### src/rtl/continuous_monitoring_system_pkg.sv
// Shared trace-stream definitions: field widths, packet bit locations, skid states and record types.
`default_nettype none

package continuous_monitoring_system_pkg;

  localparam int RISC_V_INSTRUCTION_WIDTH            = 32;
  localparam int XLEN                                = 32;
  localparam int CLK_COUNTER_WIDTH                   = 64;
  localparam int NO_OF_PERFORMANCE_EVENTS            = 4;
  localparam int PERFORMANCE_EVENT_MOD_COUNTER_WIDTH = 8;
  localparam int PERF_WIDTH = NO_OF_PERFORMANCE_EVENTS * PERFORMANCE_EVENT_MOD_COUNTER_WIDTH;

  // Bit positions shared by the transmitter and the receiver.
  localparam int PC_LOCATION                = PERF_WIDTH;
  localparam int CLK_COUNTER_DELTA_LOCATION = PC_LOCATION + XLEN;
  localparam int INSTR_LOCATION             = CLK_COUNTER_DELTA_LOCATION + CLK_COUNTER_WIDTH;
  localparam int AXI_DATA_WIDTH             = INSTR_LOCATION + RISC_V_INSTRUCTION_WIDTH;

  localparam logic [RISC_V_INSTRUCTION_WIDTH-1:0] WFI_INSTRUCTION = 32'h1050_0073;

  typedef enum logic [1:0] {
    SKID_EMPTY = 2'd0,
    SKID_ONE   = 2'd1,
    SKID_FULL  = 2'd2
  } skid_state_t;

  typedef struct packed {
    logic [RISC_V_INSTRUCTION_WIDTH-1:0] instr;
    logic [CLK_COUNTER_WIDTH-1:0]        delta;
    logic [XLEN-1:0]                     pc;
    logic [PERF_WIDTH-1:0]               perf;
  } trace_pkt_t;

  typedef struct packed {
    trace_pkt_t                   pkt;
    logic [CLK_COUNTER_WIDTH-1:0] timestamp;
    logic                         frame_end;
  } trace_rec_t;

  function automatic trace_pkt_t unpack_pkt(input logic [AXI_DATA_WIDTH-1:0] d);
    trace_pkt_t p;
    p.perf  = d[PC_LOCATION-1:0];
    p.pc    = d[CLK_COUNTER_DELTA_LOCATION-1:PC_LOCATION];
    p.delta = d[INSTR_LOCATION-1:CLK_COUNTER_DELTA_LOCATION];
    p.instr = d[AXI_DATA_WIDTH-1:INSTR_LOCATION];
    return p;
  endfunction

  function automatic logic [31:0] sat_inc(input logic [31:0] v);
    return (v == 32'hFFFF_FFFF) ? v : v + 32'd1;
  endfunction

endpackage

`default_nettype wire

### src/rtl/axis_skid_buffer.sv
// Two-entry full-throughput skid buffer; ready and valid are both registered.
`default_nettype none

module axis_skid_buffer
  import continuous_monitoring_system_pkg::*;
#(
  parameter int WIDTH = 8
) (
  input  logic             clk,
  input  logic             rst,
  input  logic             in_valid,
  output logic             in_ready,
  input  logic [WIDTH-1:0] in_data,
  output logic             out_valid,
  input  logic             out_ready,
  output logic [WIDTH-1:0] out_data
);

  skid_state_t      r_state;
  logic [WIDTH-1:0] r_tail;
  logic             w_accept;
  logic             w_consume;

  assign w_accept  = in_valid & in_ready;
  assign w_consume = out_valid & out_ready;

  // out_data is the head entry; r_tail only holds data while FULL.
  always_ff @(posedge clk or posedge rst) begin
    if (rst) begin
      r_state   <= SKID_EMPTY;
      in_ready  <= 1'b0;
      out_valid <= 1'b0;
      out_data  <= '0;
      r_tail    <= '0;
    end else begin
      in_ready  <= 1'b1;
      out_valid <= 1'b1;
      case (r_state)
        SKID_EMPTY: begin
          out_valid <= w_accept;
          if (w_accept) begin
            out_data <= in_data;
            r_state  <= SKID_ONE;
          end
        end
        SKID_ONE: begin
          if (w_accept && !w_consume) begin
            r_tail   <= in_data;
            r_state  <= SKID_FULL;
            in_ready <= 1'b0;
          end else if (!w_accept && w_consume) begin
            r_state   <= SKID_EMPTY;
            out_valid <= 1'b0;
          end else if (w_accept) begin
            out_data <= in_data;
          end
        end
        SKID_FULL: begin
          if (w_consume) begin
            out_data <= r_tail;
            r_state  <= SKID_ONE;
          end else begin
            in_ready <= 1'b0;
          end
        end
        default: begin
          r_state   <= SKID_EMPTY;
          out_valid <= 1'b0;
        end
      endcase
    end
  end

endmodule

`default_nettype wire

### src/rtl/cms_trace_receiver.sv
// AXI-Stream trace sink: decodes packets, rebuilds timestamps, checks frame length, keeps statistics.
`default_nettype none

module cms_trace_receiver
  import continuous_monitoring_system_pkg::*;
#(
  parameter int SKID_DEPTH      = 2,
  parameter bit CHECK_FRAME_LEN = 1'b1
) (
  input  logic                                clk,
  input  logic                                rst,
  input  logic                                S_AXIS_tvalid,
  output logic                                S_AXIS_tready,
  input  logic [AXI_DATA_WIDTH-1:0]           S_AXIS_tdata,
  input  logic                                S_AXIS_tlast,
  input  logic [31:0]                         tlast_interval,
  input  logic                                clear_stats,
  output logic                                out_valid,
  input  logic                                out_ready,
  output logic [RISC_V_INSTRUCTION_WIDTH-1:0] out_instr,
  output logic [XLEN-1:0]                     out_pc,
  output logic [CLK_COUNTER_WIDTH-1:0]        out_delta,
  output logic [CLK_COUNTER_WIDTH-1:0]        out_timestamp,
  output logic [PERF_WIDTH-1:0]               out_perf,
  output logic                                out_frame_end,
  output logic [31:0]                         pkt_count,
  output logic [31:0]                         frame_count,
  output logic                                err_frame_len,
  output logic                                err_zero_delta
);

  if (SKID_DEPTH != 2) begin : g_depth_check
    $error("cms_trace_receiver: SKID_DEPTH must be 2");
  end

  logic                         w_accept;
  trace_pkt_t                   w_pkt;
  trace_rec_t                   w_in_rec;
  trace_rec_t                   w_out_rec;
  logic [CLK_COUNTER_WIDTH-1:0] r_ts_acc;
  logic [CLK_COUNTER_WIDTH-1:0] w_ts_base;
  logic [31:0]                  r_beat_cnt;
  logic [31:0]                  w_beat_base;
  logic [31:0]                  w_beat_next;
  logic [31:0]                  w_pkt_base;
  logic [31:0]                  w_frame_base;
  logic                         w_len_check;
  logic                         w_len_err;

  assign w_accept = S_AXIS_tvalid & S_AXIS_tready;
  assign w_pkt    = unpack_pkt(S_AXIS_tdata);

  // A clear coinciding with an accept makes that packet the first one after the clear.
  assign w_ts_base    = clear_stats ? '0 : r_ts_acc;
  assign w_beat_base  = clear_stats ? '0 : r_beat_cnt;
  assign w_pkt_base   = clear_stats ? '0 : pkt_count;
  assign w_frame_base = clear_stats ? '0 : frame_count;
  assign w_beat_next  = w_beat_base + 32'd1;

  assign w_len_check = CHECK_FRAME_LEN && (tlast_interval != 32'd0);
  assign w_len_err   = w_accept && w_len_check &&
                       (S_AXIS_tlast ? ((w_beat_next != tlast_interval) && (w_pkt.instr != WFI_INSTRUCTION))
                                     : (w_beat_next == tlast_interval));

  always_comb begin
    w_in_rec           = '0;
    w_in_rec.pkt       = w_pkt;
    w_in_rec.timestamp = w_ts_base + w_pkt.delta;
    w_in_rec.frame_end = S_AXIS_tlast;
  end

  axis_skid_buffer #(
    .WIDTH($bits(trace_rec_t))
  ) u_skid (
    .clk      (clk),
    .rst      (rst),
    .in_valid (S_AXIS_tvalid),
    .in_ready (S_AXIS_tready),
    .in_data  (w_in_rec),
    .out_valid(out_valid),
    .out_ready(out_ready),
    .out_data (w_out_rec)
  );

  assign out_instr     = w_out_rec.pkt.instr;
  assign out_pc        = w_out_rec.pkt.pc;
  assign out_delta     = w_out_rec.pkt.delta;
  assign out_perf      = w_out_rec.pkt.perf;
  assign out_timestamp = w_out_rec.timestamp;
  assign out_frame_end = w_out_rec.frame_end;

  always_ff @(posedge clk or posedge rst) begin
    if (rst) begin
      r_ts_acc       <= '0;
      r_beat_cnt     <= '0;
      pkt_count      <= '0;
      frame_count    <= '0;
      err_frame_len  <= 1'b0;
      err_zero_delta <= 1'b0;
    end else begin
      r_ts_acc       <= w_accept ? w_in_rec.timestamp : w_ts_base;
      r_beat_cnt     <= w_accept ? (S_AXIS_tlast ? 32'd0 : w_beat_next) : w_beat_base;
      pkt_count      <= w_accept ? sat_inc(w_pkt_base) : w_pkt_base;
      frame_count    <= (w_accept && S_AXIS_tlast) ? sat_inc(w_frame_base) : w_frame_base;
      err_frame_len  <= (err_frame_len & ~clear_stats) | w_len_err;
      err_zero_delta <= (err_zero_delta & ~clear_stats) |
                        (w_accept && (w_pkt.delta == '0));
    end
  end

endmodule

`default_nettype wire

### config.mk
export PLATFORM = sky130hd
export DESIGN_NAME = cms_trace_receiver
export DESIGN_NICKNAME = d
export VERILOG_FILES = /design/src/rtl/continuous_monitoring_system_pkg.sv /design/src/rtl/axis_skid_buffer.sv /design/src/rtl/cms_trace_receiver.sv
export SDC_FILE = /design/constraint.sdc
export NUM_CORES = 2
export LEC_CHECK = 0
export BUFFER_PORTS_ARGS = -buffer_cell sky130_fd_sc_hd__buf_2
export CORE_MARGIN = 8
export CORE_UTILIZATION = 40
export CTS_CLUSTER_DIAMETER = 150
export DETAILED_ROUTE_END_ITERATION = 6
export PLACE_DENSITY = 0.61
export SLEW_MARGIN = 15
export SYNTH_ARGS = -nofsm -noshare
export SYNTH_HDL_FRONTEND = slang
export SYNTH_SLANG_ARGS = --single-unit
### constraint.sdc
create_clock -name clk -period 20.8 [get_ports clk]
set_input_delay 3.12 -clock clk [delete_from_list [all_inputs] [get_ports clk]]
set_output_delay 3.12 -clock clk [all_outputs]
set_load 0.01 [all_outputs]
Yosys cells after proc, flatten, opt, wreduce, memory -nomap -nowiden
Cells that the tools add are included.
{"block": "totals", "ff_bits": 616, "in_bits": 198}
{"block": "classes", "addsub": 4, "eq_ne": 12, "bitwise_logic": 7, "reduce_logical": 16, "n_mux": 28}
{"cell": "225-bit 2-to-1 mux", "n": 4}
{"cell": "225-bit case mux with 3 select lines", "n": 1}
{"cell": "32-bit 2-to-1 mux", "n": 9}
{"cell": "64-bit 2-to-1 mux", "n": 2}
{"cell": "32-bit by 1-bit adder with 32-bit output, second input constant", "n": 3}
{"cell": "64-bit adder", "n": 1}
{"cell": "32-bit == test, second input constant", "n": 2}
{"cell": "64-bit zero test", "n": 1}
{"cell": "32-bit == test", "n": 1}
{"cell": "32-bit by 29-bit != test with 1-bit output, second input constant", "n": 1}
{"cell": "32-bit != test", "n": 1}
{"cell": "32-bit nonzero test", "n": 1}
{"cell": "2-bit 2-to-1 mux", "n": 4}
{"cell": "1-bit logical AND", "n": 7}
{"cell": "2-bit case mux with 3 select lines", "n": 1}
{"cell": "1-bit 2-to-1 mux", "n": 5}
{"cell": "1-bit bitwise AND", "n": 4}
{"cell": "2-bit by 1-bit != test with 1-bit output, second input constant", "n": 2}
{"cell": "2-bit != test, second input constant", "n": 2}
{"cell": "4-bit AND reduction", "n": 1}
{"cell": "3-bit by 1-bit != test with 1-bit output, second input constant", "n": 1}
{"cell": "1-bit case mux with 3 select lines", "n": 1}
{"cell": "3-bit AND reduction", "n": 1}
{"cell": "3-bit nonzero test", "n": 1}
{"cell": "other kinds (8)", "n": 10}

Depth between registers and ports, before layout
{"block": "depth", "ltp_word": 7, "depth_mapped": 21, "depth_no_buf": 13}

Modules after synthesis
Synthesis repeated with hierarchy kept, for this count alone.
{"block": "unflattened", "cells_unflattened": 3115, "hier_area_um2": 32312.2}
{"module": "axis_skid_buffer", "area_per_inst_um2": 19266.0, "cells_each": 1510, "n_inst": 1}
{"module": "cms_trace_receiver", "area_per_inst_um2": 13046.3, "cells_each": 1605, "n_inst": 1}

Worst setup path before layout
No wires, ideal clock.
{"block": "synth_timing", "path_type": "input-to-reg", "from": "input clear_stats", "to": "register u_skid.out_data[64]", "n_path_buf": 8, "arrival_ns": 7.864, "cell_stages": 19, "setup_slack_ns": 12.867, "setup_time_ns": 0.069, "t_required_ns": 20.731, "cell_sequence": "clkbuf_2 buf_1 clkbuf_1 buf_2 clkbuf_1 buf_2 clkbuf_1 clkbuf_1 nor2b_1 ha_1 nand3_1 a311oi_1 o41ai_1 a2111oi_1 o31ai_1 o21ai_1 a311oi_1 or4b_2 nand3_1"}
{"block": "synth_between", "elab_chain_cells": 6}
{"item": "start: declaration", "line_no": "cms_trace_receiver.sv:17", "source": "input logic clear_stats,"}
{"item": "64-bit 2-to-1 mux (*)", "line_no": "cms_trace_receiver.sv:54", "source": "assign w_ts_base = clear_stats ? '0 : r_ts_acc;"}
{"item": "64-bit adder (*)", "line_no": "cms_trace_receiver.sv:68", "source": "w_in_rec.timestamp = w_ts_base + w_pkt.delta;"}
{"item": "225-bit 2-to-1 mux (*)", "line_no": "axis_skid_buffer.sv:41, axis_skid_buffer.sv:54"}
{"item": "225-bit 2-to-1 mux", "line_no": "axis_skid_buffer.sv:51", "source": "end else if (!w_accept && w_consume) begin"}
{"item": "225-bit 2-to-1 mux", "line_no": "axis_skid_buffer.sv:47", "source": "if (w_accept && !w_consume) begin"}
{"item": "225-bit case mux with 3 select lines (*)", "line_no": "axis_skid_buffer.sv:38", "source": "case (r_state)"}
{"item": "end signal: assignment", "line_no": "axis_skid_buffer.sv:42", "source": "out_data <= in_data;"}
{"item": "end signal: assignment", "line_no": "axis_skid_buffer.sv:55", "source": "out_data <= in_data;"}
{"item": "end signal: assignment", "line_no": "axis_skid_buffer.sv:60", "source": "out_data <= r_tail;"}
{"item": "end: declaration", "line_no": "axis_skid_buffer.sv:16", "source": "output logic [WIDTH-1:0] out_data"}
Every way passes the cells marked *; elsewhere a longest branch is shown, timed or not. The select of a mux whose other input is x is not followed.
A chain may end at the register's enable or synchronous reset.

Final worst setup path
{"block": "layout_timing", "from": "input clear_stats", "to": "register u_skid.r_tail[64]"}
{"block": "layout_between", "elab_chain_cells": 2}
{"item": "64-bit 2-to-1 mux", "line_no": "cms_trace_receiver.sv:54"}
{"item": "64-bit adder", "line_no": "cms_trace_receiver.sv:68"}
{"item": "end signal: assignment", "line_no": "axis_skid_buffer.sv:48", "source": "r_tail <= in_data;"}
{"item": "end: declaration", "line_no": "axis_skid_buffer.sv:20", "source": "logic [WIDTH-1:0] r_tail;"}
No other way between the ends.

==> flow_summary_export.csv <==
group,metric,value,unit
sta,worst_hold_slack,0.471,ns
worst_setup_path,regToRegSetupSlack,16.48,ns
flow_run,max_cap_viol_count,0,
global_routing,grt_antenna_before_repair,11,
global_routing,pin_count_of_the_biggest_net_entering_global_routing,218,
worst_setup_path,cp-start-kind,"primary input",
worst_setup_path,crit_family,"compound AO/OA/AOI/OAI gates",
clock_tree,cts_buffers,72,
drt,detail_route.iter0.violations,1335,
finish,syn2layout_area_growth,17.8,%
floorplan,chipHeight,298,µm
drt,ant_nets,0,
logic_synthesis,combinational_family_with_the_most_area_after_synthesis,"simple AND/OR/NAND/NOR gates",
sta,final_critical_path_setup_slack,13.81,ns
logic_synthesis,avgSynthCellArea,9.91,µm²
worst_setup_path,cp_max_stage_cell,"o41ai_1",
clock_tree,holdBufCountCts,0,
power,vdd_drop_max,0.0899,mV
finish,final_core_area_utilization,47.5,%
finish,layout-drive-gt1-share,23.0,%
global_routing,grt.met1_usage,25.7,%
logic_synthesis,post_synth_and_or_nand_nor_area_fraction,16.5,%
sta,period_share,33.6,%
drt,vias_per_cell,5.30,
global_routing,global_route.overflow_total,0,
clock_tree,cts_num_sinks,616,
finish,final_cells,4717,
clock_tree,clkLatencyLatePin,0.62,ns
clock_tree,path_clk_slew,0.06,ns
floorplan,floorplan.io_pins,491,
floorplan,floorplan.die.width,298,µm
logic_synthesis,synth_ff_type,"dfrtp_1",
clock_tree,clock-root-buffer,"clkbuf_16",
sta,setup_viol_count_final,0,
sta,count_of_pins_over_their_slew_limit,0,
floorplan,fp.coreArea,78700,µm²
worst_setup_path,critPathKind,"in2reg",
logic_synthesis,fraction_of_the_mapped_netlist_area_in_compound_gates,12.3,%
worst_setup_path,reg2reg_depth,12,
sta,slew-limit-headroom,24.3,%
place,postPlaceCellArea,35100,µm²
sta,timing.fmax,0.143,GHz
place,hpwl,65700,µm
global_routing,grt_pass1_wl,146000,µm
global_routing,grt.busiest_layer,"met2",
worst_setup_path,critical_path_arrival,7.44,ns
global_routing,grt_pass1_vias,25000,
sta,fin_skew,0.0252,ns
min_path,hold_path.class,"reg2reg",
worst_setup_path,critical_path_depth,13,
drt,total_number_of_vias,25000,
sta,tns,0,ns
worst_setup_path,worst_setup_path_endpoint,"u_skid.r_tail[64]",
clock_tree,ctsLongestPathBuffers,3,
drt,route.detailed.drc,0,
clock_tree,cts.repair_timing.setup_buffer_count,0,
sta,grt_setup_unrepaired,"false",
floorplan,start_util,40.3,%
worst_setup_path,critPathMaxFanout,67,
floorplan,placement_rows,103,
logic_synthesis,post_synth_xor_area_fraction,4.47,%
power,power_per_cell_area,134,nW/µm²
power,totalPowerFinal,5.01,mW
drt,detailedRoute.firstPassIterationCount,7,
logic_synthesis,asyncSetResetFlopFracSynth,100,%
place,placed_cells,4582,
worst_setup_path,worstPathCellList,"buf_6 -> nor2b_1 -> ha_1 -> a21oi_1 -> a311oi_1 -> o41ai_1 -> a2111oi_1 -> buf_4 -> o31ai_1 -> o21ai_1 -> a311oi_1 -> xnor2_1 -> o21ai_0",
worst_setup_path,r2r-end,"u_skid.r_tail[64]",
finish,finish.instance_area,37400,µm²
logic_synthesis,synth_enable_flop_cells,0,
logic_synthesis,synth_warnings,0,
logic_synthesis,syn_nets,3474,
worst_setup_path,critical-path-top-cell-by-count,"a311oi_1",
place,detailedPlace.worstSlack,13.28,ns
global_routing,grt_util_met2,34.0,%
drt,detail_route.wirelength,92900,µm
floorplan,design.die.area,88700,µm²
worst_setup_path,cpPeakStageDelay,0.93,ns
power,power.static_leakage,16.9,nW
worst_setup_path,worstReg2RegStart,"r_ts_acc[4]",
logic_synthesis,yosys.area_share.adder,2.82,%
sta,period_minus_slack,6.99,ns
logic_synthesis,synth.mux.area_fraction,12.9,%
clock_tree,tritoncts_clock_tree,"built",
min_path,worst_hold_path.num_cells,2,
clock_tree,clock_tree.htree_level_count,3,
clock_tree,ctsResizeCount,0,
logic_synthesis,synth_seq_area_share,48.5,%
finish,nNetsFinal,3875,
logic_synthesis,postSynthCellCount,3205,
sta,tightest_slew,1.14,ns
worst_setup_path,required_time_of_the_worst_setup_path,21.25,ns
logic_synthesis,synth_area,31800,µm²
logic_synthesis,yosysUniqueCellTypes,78,
global_routing,global_route.usage.met3,5.40,%
drt,route.detailed.wl_per_inst,19.7,µm
place,finalWeightedCongestion,0.933,
sta,timing_hold_violations_final,0,
run_status,status,"finished clean",
global_routing,grt.total_usage,20.3,%
worst_setup_path,end_kind,"flip-flop",
place,numPortBuffers,490,
logic_synthesis,synth-seq-cells,616,
worst_setup_path,cp_num_buf_inv,2,
worst_setup_path,worstSetupStartpoint,"clear_stats",
-- kinds of logic after synthesis --
group,count (synthesis)
AO/OA/AOI/OAI,688
adder cells (fa/ha/maj),71
multiplexers,383
buffers and inverters,215
XOR/XNOR,162
flip-flops,616
AND/OR/NAND/NOR,1070
-- state kept, by name, indices dropped and copies added (netlist names) --
signal and flops:
frame_count 32, u_skid.out_valid 1, u_skid.out_data 225, u_skid.in_ready 1
err_zero_delta 1, u_skid.r_state 2, pkt_count 32, r_beat_cnt 32
err_frame_len 1, u_skid.r_tail 225, r_ts_acc 64
-- metal layers --
| metal | share of wire (%) | routed length [µm] |
|---|---|---|
| met5 | 0.058 | 54 |
| met4 | 2.7 | 2520 |
| met3 | 6.6 | 6140 |
| met2 | 48 | 44400 |
| met1 | 43 | 39800 |
-- cells in the final DEF (no fill, tap or decap), types with 50 or more instances in the layout --
cell         n
mux2i_1    188
a21oi_1    146
xor2_1      60
xnor2_1    102
buf_2      489
nand3_1     64
nand4_1     50
clkbuf_16   73
o21ai_0    376
mux2_2     194
nor2_1     156
nor2b_1    113
nand2_1    456
ha_1        69
dfrtp_1    616
-- cell type report --
| class | instances | area [µm²] |
|---|---|---|
| inverter | 31 | 124 |
| antenna | 8 | 20.0 |
| fill | 7521 | 41300 |
| sequential | 616 | 15400 |
| tap | 1050 | 1310 |
| multi-input combinational | 2374 | 15600 |
| clock inverter | 24 | 284 |
| clock buffer | 103 | 2040 |
| timing repair buffer | 511 | 2670 |
-- worst min path at each step --
stage,start,to,slack (ns)
2_1_floorplan,u_skid.r_tail[38],u_skid.r_tail[38],0.44
3_3_place_gp,u_skid.r_tail[59],u_skid.r_tail[59],0.45
3_5_place_dp,u_skid.r_tail[48],u_skid.r_tail[48],0.46
4_1_cts,u_skid.r_tail[48],u_skid.r_tail[48],0.48
5_1_grt,u_skid.out_data[174],u_skid.out_data[174],0.49
6_report,u_skid.r_tail[48],u_skid.r_tail[48],0.47
-- report_power, final --
group          internal (mW)  total (mW)  switching [mW]
clock network          0.737        1.26           0.524
logic                  0.747        1.82            1.07
registers               1.69        1.93           0.235
-- worst reg2reg max path: cells and delay by family, from the launching register on --
family | cells | cell delay [ns]
flip-flops | 1 | 0.36
adder cells (fa/ha/maj) | 1 | 0.38
buffers and inverters | 1 | 0.23
AND/OR/NAND/NOR | 1 | 0.14
XOR/XNOR | 1 | 0.18
AO/OA/AOI/OAI | 8 | 2.89
-- synthesized netlist by cell type (all sizes together) (30+ instances only) --
| cell type | count | area (µm²) |
|---|---|---|
| dfrtp | 616 | 15400 |
| nand2 | 458 | 1720 |
| o21ai | 379 | 1900 |
| mux2 | 195 | 2200 |
| mux2i | 188 | 1880 |
| clkbuf | 161 | 606 |
| nor2 | 156 | 586 |
| a21oi | 146 | 731 |
| nor2b | 113 | 707 |
| xnor2 | 102 | 893 |
| ha | 70 | 876 |
| nand3 | 64 | 320 |
| xor2 | 60 | 526 |
| nand4 | 50 | 313 |
| nor4 | 50 | 370 |
| a21o | 36 | 270 |
| nor3 | 36 | 191 |
| inv | 31 | 116 |
| and3 | 30 | 188 |
Note: power is estimated with default switching activity, not from simulation.
